===== config.mk =====
export PLATFORM = sky130hd
export DESIGN_NAME = mult_error_monitor
export DESIGN_NICKNAME = d
export VERILOG_FILES = /design/src/rtl/mult_error_monitor.sv
export SDC_FILE = /design/constraint.sdc
export NUM_CORES = 1
export LEC_CHECK = 0
export ABC_AREA = 1
export BUFFER_PORTS_ARGS = -buffer_cell sky130_fd_sc_hd__buf_2
export CAP_MARGIN = 0
export CELL_PAD_IN_SITES_DETAIL_PLACEMENT = 1
export CELL_PAD_IN_SITES_GLOBAL_PLACEMENT = 1
export CORE_ASPECT_RATIO = 2
export CORE_MARGIN = 5
export CORE_UTILIZATION = 40
export DETAILED_ROUTE_END_ITERATION = 7
export GPL_ROUTABILITY_DRIVEN = 0
export PLACE_DENSITY_LB_ADDON = 0.1
export SYNTH_ARGS = -nofsm -noshare
export SYNTH_HDL_FRONTEND = slang
export SYNTH_SLANG_ARGS = --single-unit

===== constraint.sdc =====
create_clock -name clk -period 7.7 [get_ports clk]
set_input_delay 1.155 -clock clk [delete_from_list [all_inputs] [get_ports clk]]
set_output_delay 1.155 -clock clk [all_outputs]
set_load 0.005 [all_outputs]

===== src/rtl/mult_error_monitor.sv =====
// Error-statistics monitor for paired exact/approximate multiplier products.
// Optional signed bias accumulator enabled by defining SIGNED_BIAS_EN.
module mult_error_monitor #(
  parameter int Bitwidth = 8,
  parameter int SAMPLE_W = 17,
  parameter int ACC_W    = 40
) (
  input  logic                  clk,
  input  logic                  rst,
  input  logic                  start,
  input  logic [SAMPLE_W-1:0]   num_samples,
  input  logic                  in_valid,
  output logic                  in_ready,
  input  logic [2*Bitwidth-1:0] exact_res,
  input  logic [2*Bitwidth-1:0] approx_res,
  output logic                  busy,
  output logic                  done,
  output logic [SAMPLE_W-1:0]   sample_cnt,
  output logic [SAMPLE_W-1:0]   err_cnt,
  output logic [ACC_W-1:0]      sum_ed,
  output logic [2*Bitwidth-1:0] max_ed
`ifdef SIGNED_BIAS_EN
  ,output logic signed [ACC_W-1:0] bias_sum
`endif
);

  localparam int W2 = 2 * Bitwidth;
  localparam logic [SAMPLE_W-1:0] ONE = {{(SAMPLE_W-1){1'b0}}, 1'b1};

  typedef enum logic [1:0] {
    S_IDLE  = 2'd0,
    S_RUN   = 2'd1,
    S_DRAIN = 2'd2,
    S_DONE  = 2'd3
  } state_t;

  function automatic logic [W2-1:0] abs_diff(input logic [W2-1:0] a, input logic [W2-1:0] b);
    logic [W2:0] d;
    d = {1'b0, a} - {1'b0, b};
    d = d[W2] ? ({(W2+1){1'b0}} - d) : d;
    return d[W2-1:0];
  endfunction

  function automatic logic [ACC_W-1:0] sat_add(input logic [ACC_W-1:0] acc, input logic [W2-1:0] inc);
    logic [ACC_W:0] s;
    s = {1'b0, acc} + {{(ACC_W+1-W2){1'b0}}, inc};
    return s[ACC_W] ? {ACC_W{1'b1}} : s[ACC_W-1:0];
  endfunction

  state_t              state_q, state_d;
  logic [SAMPLE_W-1:0] len_q, len_d;
  logic [SAMPLE_W-1:0] sample_cnt_q, sample_cnt_d;
  logic [SAMPLE_W-1:0] err_cnt_q, err_cnt_d;
  logic [ACC_W-1:0]    sum_ed_q, sum_ed_d;
  logic [W2-1:0]       max_ed_q, max_ed_d;
  logic                s1_valid_q, s1_valid_d;
  logic [W2-1:0]       s1_ed_q, s1_ed_d;
  logic                s1_mis_q, s1_mis_d;
  logic                in_ready_q, in_ready_d;
  logic                busy_q, busy_d;
  logic                done_q, done_d;
  logic                xfer_s;

`ifdef SIGNED_BIAS_EN
  // Two's-complement add of a (W2+1)-bit difference, clamped at both signed limits.
  function automatic logic [ACC_W-1:0] sat_add_s(input logic [ACC_W-1:0] acc, input logic [W2:0] inc);
    logic [ACC_W:0] s;
    s = {acc[ACC_W-1], acc} + {{(ACC_W-W2){inc[W2]}}, inc};
    if (s[ACC_W] != s[ACC_W-1]) begin
      return s[ACC_W] ? {1'b1, {(ACC_W-1){1'b0}}} : {1'b0, {(ACC_W-1){1'b1}}};
    end
    return s[ACC_W-1:0];
  endfunction

  logic [W2:0]      s1_bias_q, s1_bias_d;
  logic [ACC_W-1:0] bias_q, bias_d;
`endif

  assign xfer_s = in_valid & in_ready_q;

  // Next-state, pipeline and statistics update logic.
  always_comb begin
    state_d      = state_q;
    len_d        = len_q;
    sample_cnt_d = sample_cnt_q;
    err_cnt_d    = err_cnt_q;
    sum_ed_d     = sum_ed_q;
    max_ed_d     = max_ed_q;
    s1_valid_d   = xfer_s;
    s1_ed_d      = s1_ed_q;
    s1_mis_d     = s1_mis_q;
`ifdef SIGNED_BIAS_EN
    s1_bias_d    = s1_bias_q;
    bias_d       = bias_q;
`endif

    if (xfer_s) begin
      s1_ed_d  = abs_diff(exact_res, approx_res);
      s1_mis_d = (exact_res != approx_res);
`ifdef SIGNED_BIAS_EN
      s1_bias_d = {1'b0, approx_res} - {1'b0, exact_res};
`endif
    end else begin
      s1_ed_d = s1_ed_q;
    end

    if (s1_valid_q) begin
      err_cnt_d = err_cnt_q + {{(SAMPLE_W-1){1'b0}}, s1_mis_q};
      sum_ed_d  = sat_add(sum_ed_q, s1_ed_q);
      max_ed_d  = (s1_ed_q > max_ed_q) ? s1_ed_q : max_ed_q;
`ifdef SIGNED_BIAS_EN
      bias_d    = sat_add_s(bias_q, s1_bias_q);
`endif
    end else begin
      max_ed_d = max_ed_q;
    end

    case (state_q)
      S_IDLE, S_DONE: begin
        if (start) begin
          state_d      = S_RUN;
          len_d        = (num_samples == {SAMPLE_W{1'b0}}) ? ONE : num_samples;
          sample_cnt_d = {SAMPLE_W{1'b0}};
          err_cnt_d    = {SAMPLE_W{1'b0}};
          sum_ed_d     = {ACC_W{1'b0}};
          max_ed_d     = {W2{1'b0}};
          s1_valid_d   = 1'b0;
`ifdef SIGNED_BIAS_EN
          bias_d       = {ACC_W{1'b0}};
`endif
        end else begin
          state_d = state_q;
        end
      end
      S_RUN: begin
        if (xfer_s) begin
          sample_cnt_d = sample_cnt_q + ONE;
          state_d      = (sample_cnt_d == len_q) ? S_DRAIN : S_RUN;
        end else begin
          state_d = S_RUN;
        end
      end
      S_DRAIN: state_d = S_DONE;
      default: state_d = S_IDLE;
    endcase

    in_ready_d = (state_d == S_RUN) && (sample_cnt_d < len_d);
    busy_d     = (state_d == S_RUN) || (state_d == S_DRAIN);
    done_d     = (state_d == S_DONE);
  end

  // State, pipeline and output registers with synchronous reset.
  always_ff @(posedge clk) begin
    if (rst) begin
      state_q      <= S_IDLE;
      len_q        <= {SAMPLE_W{1'b0}};
      sample_cnt_q <= {SAMPLE_W{1'b0}};
      err_cnt_q    <= {SAMPLE_W{1'b0}};
      sum_ed_q     <= {ACC_W{1'b0}};
      max_ed_q     <= {W2{1'b0}};
      s1_valid_q   <= 1'b0;
      s1_ed_q      <= {W2{1'b0}};
      s1_mis_q     <= 1'b0;
      in_ready_q   <= 1'b0;
      busy_q       <= 1'b0;
      done_q       <= 1'b0;
`ifdef SIGNED_BIAS_EN
      s1_bias_q    <= {(W2+1){1'b0}};
      bias_q       <= {ACC_W{1'b0}};
`endif
    end else begin
      state_q      <= state_d;
      len_q        <= len_d;
      sample_cnt_q <= sample_cnt_d;
      err_cnt_q    <= err_cnt_d;
      sum_ed_q     <= sum_ed_d;
      max_ed_q     <= max_ed_d;
      s1_valid_q   <= s1_valid_d;
      s1_ed_q      <= s1_ed_d;
      s1_mis_q     <= s1_mis_d;
      in_ready_q   <= in_ready_d;
      busy_q       <= busy_d;
      done_q       <= done_d;
`ifdef SIGNED_BIAS_EN
      s1_bias_q    <= s1_bias_d;
      bias_q       <= bias_d;
`endif
    end
  end

  assign in_ready   = in_ready_q;
  assign busy       = busy_q;
  assign done       = done_q;
  assign sample_cnt = sample_cnt_q;
  assign err_cnt    = err_cnt_q;
  assign sum_ed     = sum_ed_q;
  assign max_ed     = max_ed_q;
`ifdef SIGNED_BIAS_EN
  assign bias_sum   = $signed(bias_q);
`endif

endmodule


# Word level (Yosys, flattened, before mapping)
# Index checks and enable logic that the tools add are counted.
[totals]
regBits = 130
input_bits = 53
output_inout_bits = 93
word_cells = 57
[classes]
add_sub_neg = 5
n_lt_le_gt_ge = 2
n_eq_ne = 8
muxes = 24
bitwise = 1
reduce_logical = 5
[ops]
columns = ["operator", "n"]
rows = [
  ["2-to-1 mux 40 bit", 4],
  ["2-to-1 mux 17 bit", 8],
  ["2-to-1 mux 16 bit", 5],
  ["adder 40 x 16 -> 41 bit", 1],
  ["case mux 17 bit (2 select lines)", 1],
  ["adder 17 x 1 -> 17 bit", 1],
  ["adder 17 x 1 -> 17 bit (second input constant)", 1],
  ["equality test 17 bit", 1],
  ["logical NOT 17 bit", 1],
  ["< comparator 17 bit", 1],
  ["subtractor 16 x 16 -> 17 bit", 1],
  ["> comparator 16 bit", 1],
  ["inequality test 16 bit", 1],
  ["subtractor 1 x 16 -> 16 bit (first input constant)", 1],
  ["equality test 2 bit (second input constant)", 4],
  ["2-to-1 mux 2 bit", 3],
  ["case mux 2 bit (3 select lines)", 1],
  ["equality test 2 x 1 -> 1 bit (second input constant)", 2],
  ["logical NOT 2 bit", 1],
  ["2-to-1 mux 1 bit", 2],
  ["OR reduction 2 bit", 1],
  ["AND 1 bit", 1],
  ["logical AND 1 bit", 1],
  ["logical OR 1 bit", 1],
]

# Logic depth before layout (Yosys ltp)
[depth]
word_depth = 7
depth_mapped = 20
ltp_nobuf = 20

# Least setup slack after synthesis
# OpenSTA, ideal clock, no wires.
[synth_path]
kind = "input to register"
from = "input port exact_res[0]"
to = "register s1_ed_q[12]"
arrival_time_ps = 2940
required_ps = 7591
setup_slack_ps = 4651
path_stages = 17
n_path_buf = 0
cell_sequence = "inv_1 ha_1 inv_1 fa_1 inv_1 ha_1 inv_1 nor2_1 nand3_1 nor2_1 nand3_1 o21ai_2 nand2_1 nand2_1 nand3_1 nand2_1 inv_1"
[synth_via]
elab_chain_len = 3
[synth_rtl]
columns = ["element", "line", "rtl"]
rows = [
  ["start: declaration", "14", "input logic [2*Bitwidth-1:0] exact_res,"],
  ["subtractor 16 x 16 -> 17 bit *", "39", "d = {1'b0, a} - {1'b0, b};"],
  ["subtractor 1 x 16 -> 16 bit", "40", "d = d[W2] ? ({(W2+1){1'b0}} - d) : d;"],
  ["2-to-1 mux 16 bit *", "40", ""],
  ["end signal: assignment", "162", "s1_ed_q <= {W2{1'b0}};"],
  ["end: declaration", "57", "logic [W2-1:0] s1_ed_q, s1_ed_d;"],
]
# Mark *: on every way between the ends. The rest lies on a longest branch, timed or not.
# A chain may end at the register's enable or synchronous reset.

# Worst setup path after layout
[layout_path]
from = "input port start"
to = "register err_cnt_q[9], in the netlist err_cnt[9]"
[layout_via]
elab_chain_len = 2
[layout_rtl]
columns = ["element", "line", "rtl"]
rows = [
  ["start: declaration", "10", "input logic start,"],
  ["2-to-1 mux 17 bit", "120", "if (start) begin"],
  ["2-to-1 mux 17 bit", "118", "case (state_q)"],
  ["end signal: assignment", "158", "err_cnt_q <= {SAMPLE_W{1'b0}};"],
  ["end signal: assignment", "175", "err_cnt_q <= err_cnt_d;"],
  ["end: declaration", "53", "logic [SAMPLE_W-1:0] err_cnt_q, err_cnt_d;"],
]
# No other way between the ends.

==> flow_summary.json <==
{
  "die_w_um": 117,
  "met2_usage_pct": 48.6,
  "worstSetupPathType": "input port to flop",
  "grt_max_degree": 50,
  "dp.cells": 1839,
  "num_vias": 9901,
  "synth_edf_count": 0,
  "fillerInstances": 3134,
  "intPower_mw": 1.42,
  "ioPinCount": 146,
  "insertion_delay_ps": 440,
  "seq_area_sq_mm": 0.00260,
  "grt_overflow": 0,
  "setup_viol": 0,
  "cts_buffers": 17,
  "multi_input_area_sq_mm": 0.00575,
  "coreArea_sq_mm": 0.0227,
  "p_sw_mw": 0.593,
  "finalMaxSlewViolations": 0,
  "pwr-share-clk_pct": 45.7,
  "cts_setup_buffers": 0,
  "die-area_sq_mm": 0.0264,
  "cts_num_sinks": 130,
  "synth.most_common_cell": "nand2_1",
  "outcome": "completed",
  "cts-resized-gates": 0,
  "wl_per_cell_um": 16.9,
  "grt_pass1_vias": 10500,
  "cts_max_path_buffers": 2,
  "cp-start-kind": "input port",
  "grt_antenna_before_repair": 0,
  "syn_inst": 1436,
  "ys.flop_type": "dfxtp_1",
  "hpwl_um": 25800,
  "die_h_um": 225,
  "max_slew.worst_pin.slew_ps": 928,
  "cp.required_ps": 8060,
  "clk_pin_slew_ps": 60,
  "final_hold_viol_count": 0,
  "avgSynthCellArea_sq_um": 6.42,
  "p_sw_share_pct": 29.5,
  "final_core_util_pct": 47.9,
  "cp-end-kind": "flop",
  "leakage_nw": 5.56,
  "nNetsFinal": 1705,
  "fmax_ghz": 0.255,
  "via_per_inst": 5.29,
  "ir_drop_v": 0.000148,
  "rsz0062_at_grt": "false",
  "maxSlewHeadroom_pct": 38.0,
  "cp.arrival_ps": 4290,
  "drive_gt1_share_pct": 14.0,
  "synth_area_leaders": "dfxtp_1 28%, nand2_1 14%, ha_1 9.8%",
  "holdCritPathClass": "flop to flop",
  "critPathMaxStageDelay_ps": 750,
  "cts_tree": "built",
  "grt_pass1_wl_um": 51000,
  "yosysUniqueCellTypes": 51,
  "grt_use_total_pct": 23.9,
  "pwr-share-seq_pct": 35.8,
  "crit_path_max_fanout": 30,
  "fin_crit_sh_pct": 51.0,
  "yosys-top-cells-count": "356 x nand2_1, 198 x inv_1, 191 x nor2_1",
  "cts_hold_buf": 0,
  "drv_cap": 0,
  "powerDensity_mw_per_mm2": 185,
  "worstPathCellList": "buf_2 > nand2_1 > clkinv_1 > nor2_4 > buf_4 > inv_1 > nor3_1",
  "synthDominantCellAreaShare_pct": 28.2,
  "yosysSeqAreaShare_pct": 28.2,
  "fin_skew_ps": 8.37,
  "rows": 78,
  "clockRootBuffer": "clkbuf_16",
  "io_buffers": 145,
  "drt-pass1-iter-count": 4,
  "combinationalPowerShare_pct": 18.5,
  "initial_utilization_pct": 40.6,
  "yosys.area.top_type": "dfxtp_1",
  "drc": 0,
  "syn_nets": 1563,
  "ys.warnings.count": 0,
  "setup_tns_ps": 0,
  "htreeDepth": 4,
  "slowest_stage": "nor2_4",
  "grt_use_met3_pct": 3.93,
  "setup_ws_ps": 3770,
  "syn-cell-area_sq_mm": 0.00922,
  "syn2layout_area_growth_pct": 18.0,
  "busiest_layer": "met2",
  "ys_seq_elements": 130,
  "finalNonFillerCells": 1871,
  "grt_use_met1_pct": 21.8,
  "wl_um": 31700,
  "n_antenna_cell": 0,
  "synthArstFlopShare_pct": 0,
  "dp_slack_ps": 3330,
  "period_minus_slack_ps": 3930,
  "first_iter_violations": 352,
  "postRouteAntennaNets": 0
}
==> placed cells by master (no fill, tap or decap), types with 3 or more instances in the layout <==
cell and n:
a21oi_1 99, o211ai_1 6, buf_2 145, xnor2_1 17
bufinv_16 5, nor2_1 190, ha_1 72, buf_4 5
clkinvlp_4 4, xor2_1 21, dfxtp_1 130, nor2_2 5
o22ai_1 3, o21ai_0 95, nand3_1 77, nor3_2 5
nor3_1 26, nand2_2 10, nand3b_1 12, nand2_1 356
clkinv_1 3, nand2_4 4, nand4_1 23, nand3_2 3
a21oi_2 3, a31oi_1 4, clkbuf_16 17, o21ai_1 8
a21o_1 6, nor4_1 8, inv_1 198
==> per-stage QoR <==
stage	hold WS (ps)	total power, mW	area, sq um
after detailed placement	482	1.11	10200
after global placement	470	1.10	10200
after global routing	515	2.12	10900
after floorplan	457	0.990	9220
after CTS	490	2.03	10900
final	483	2.01	10900
==> power groups by stage <==
stage,clock network [mW],logic [mW],registers (mW)
detailed placement,0,0.374,0.736
global placement,0,0.364,0.735
floorplan,0,0.264,0.726
CTS,0.936,0.378,0.721
finish,0.918,0.372,0.721
global route,0.972,0.426,0.724
==> worst max-delay path, delay by kind of cell <==
| family | cells | cell delay (ps) |
|---|---|---|
| buf+inv | 4 | 1620 |
| simple gates | 3 | 1460 |
==> final timing paths <==
kind                                             from                    end  slack, ps  cells past startpoint
worst max-delay path                            start  err_cnt[9]$_SDFF_PP0_       3770                      7
worst min-delay path             max_ed[5]$_SDFF_PP0_   max_ed[5]$_SDFF_PP0_        480                      2
worst max register to register  state_q[0]$_SDFF_PP0_  err_cnt[9]$_SDFF_PP0_       3860                      8
worst min register to register   max_ed[5]$_SDFF_PP0_   max_ed[5]$_SDFF_PP0_        480                      2
==> routing by layer <==
| metal | wire (um) | share of wire, % |
|---|---|---|
| met1 | 11200 | 35 |
| met3 | 848 | 2.7 |
| met5 | 0 | 0 |
| met4 | 1620 | 5.1 |
| met2 | 18000 | 57 |
==> final cells by class <==
type	instances	share of cell area (%)
Clock buffer	19	4.16
Clock inverter	13	1.91
Inverter	202	6.97
Multi-Input combinational cell	1077	52.8
Sequential cell	130	23.9
Tap cell	280	3.22
Timing Repair Buffer	150	7.01
==> cells by family after synthesis <==
logic type / share of synthesized area (%)
and+or+nand+nor: 34.2
AOI/OAI and AO/OA: 13.6
buffers and inverters: 9.54
DFF: 28.2
adders and majority gates: 10.2
xor gates and xnor gates: 4.21
==> state kept, by name (all words and copies together) (netlist names) <==
register and count:
in_ready 1, busy 1, s1_valid_q 1, err_cnt 17, s1_mis_q 1, sample_cnt 17
max_ed 16, sum_ed 40, len_q 17, state_q 2, s1_ed_q 16, done 1
(Power assumes the default switching activity.)
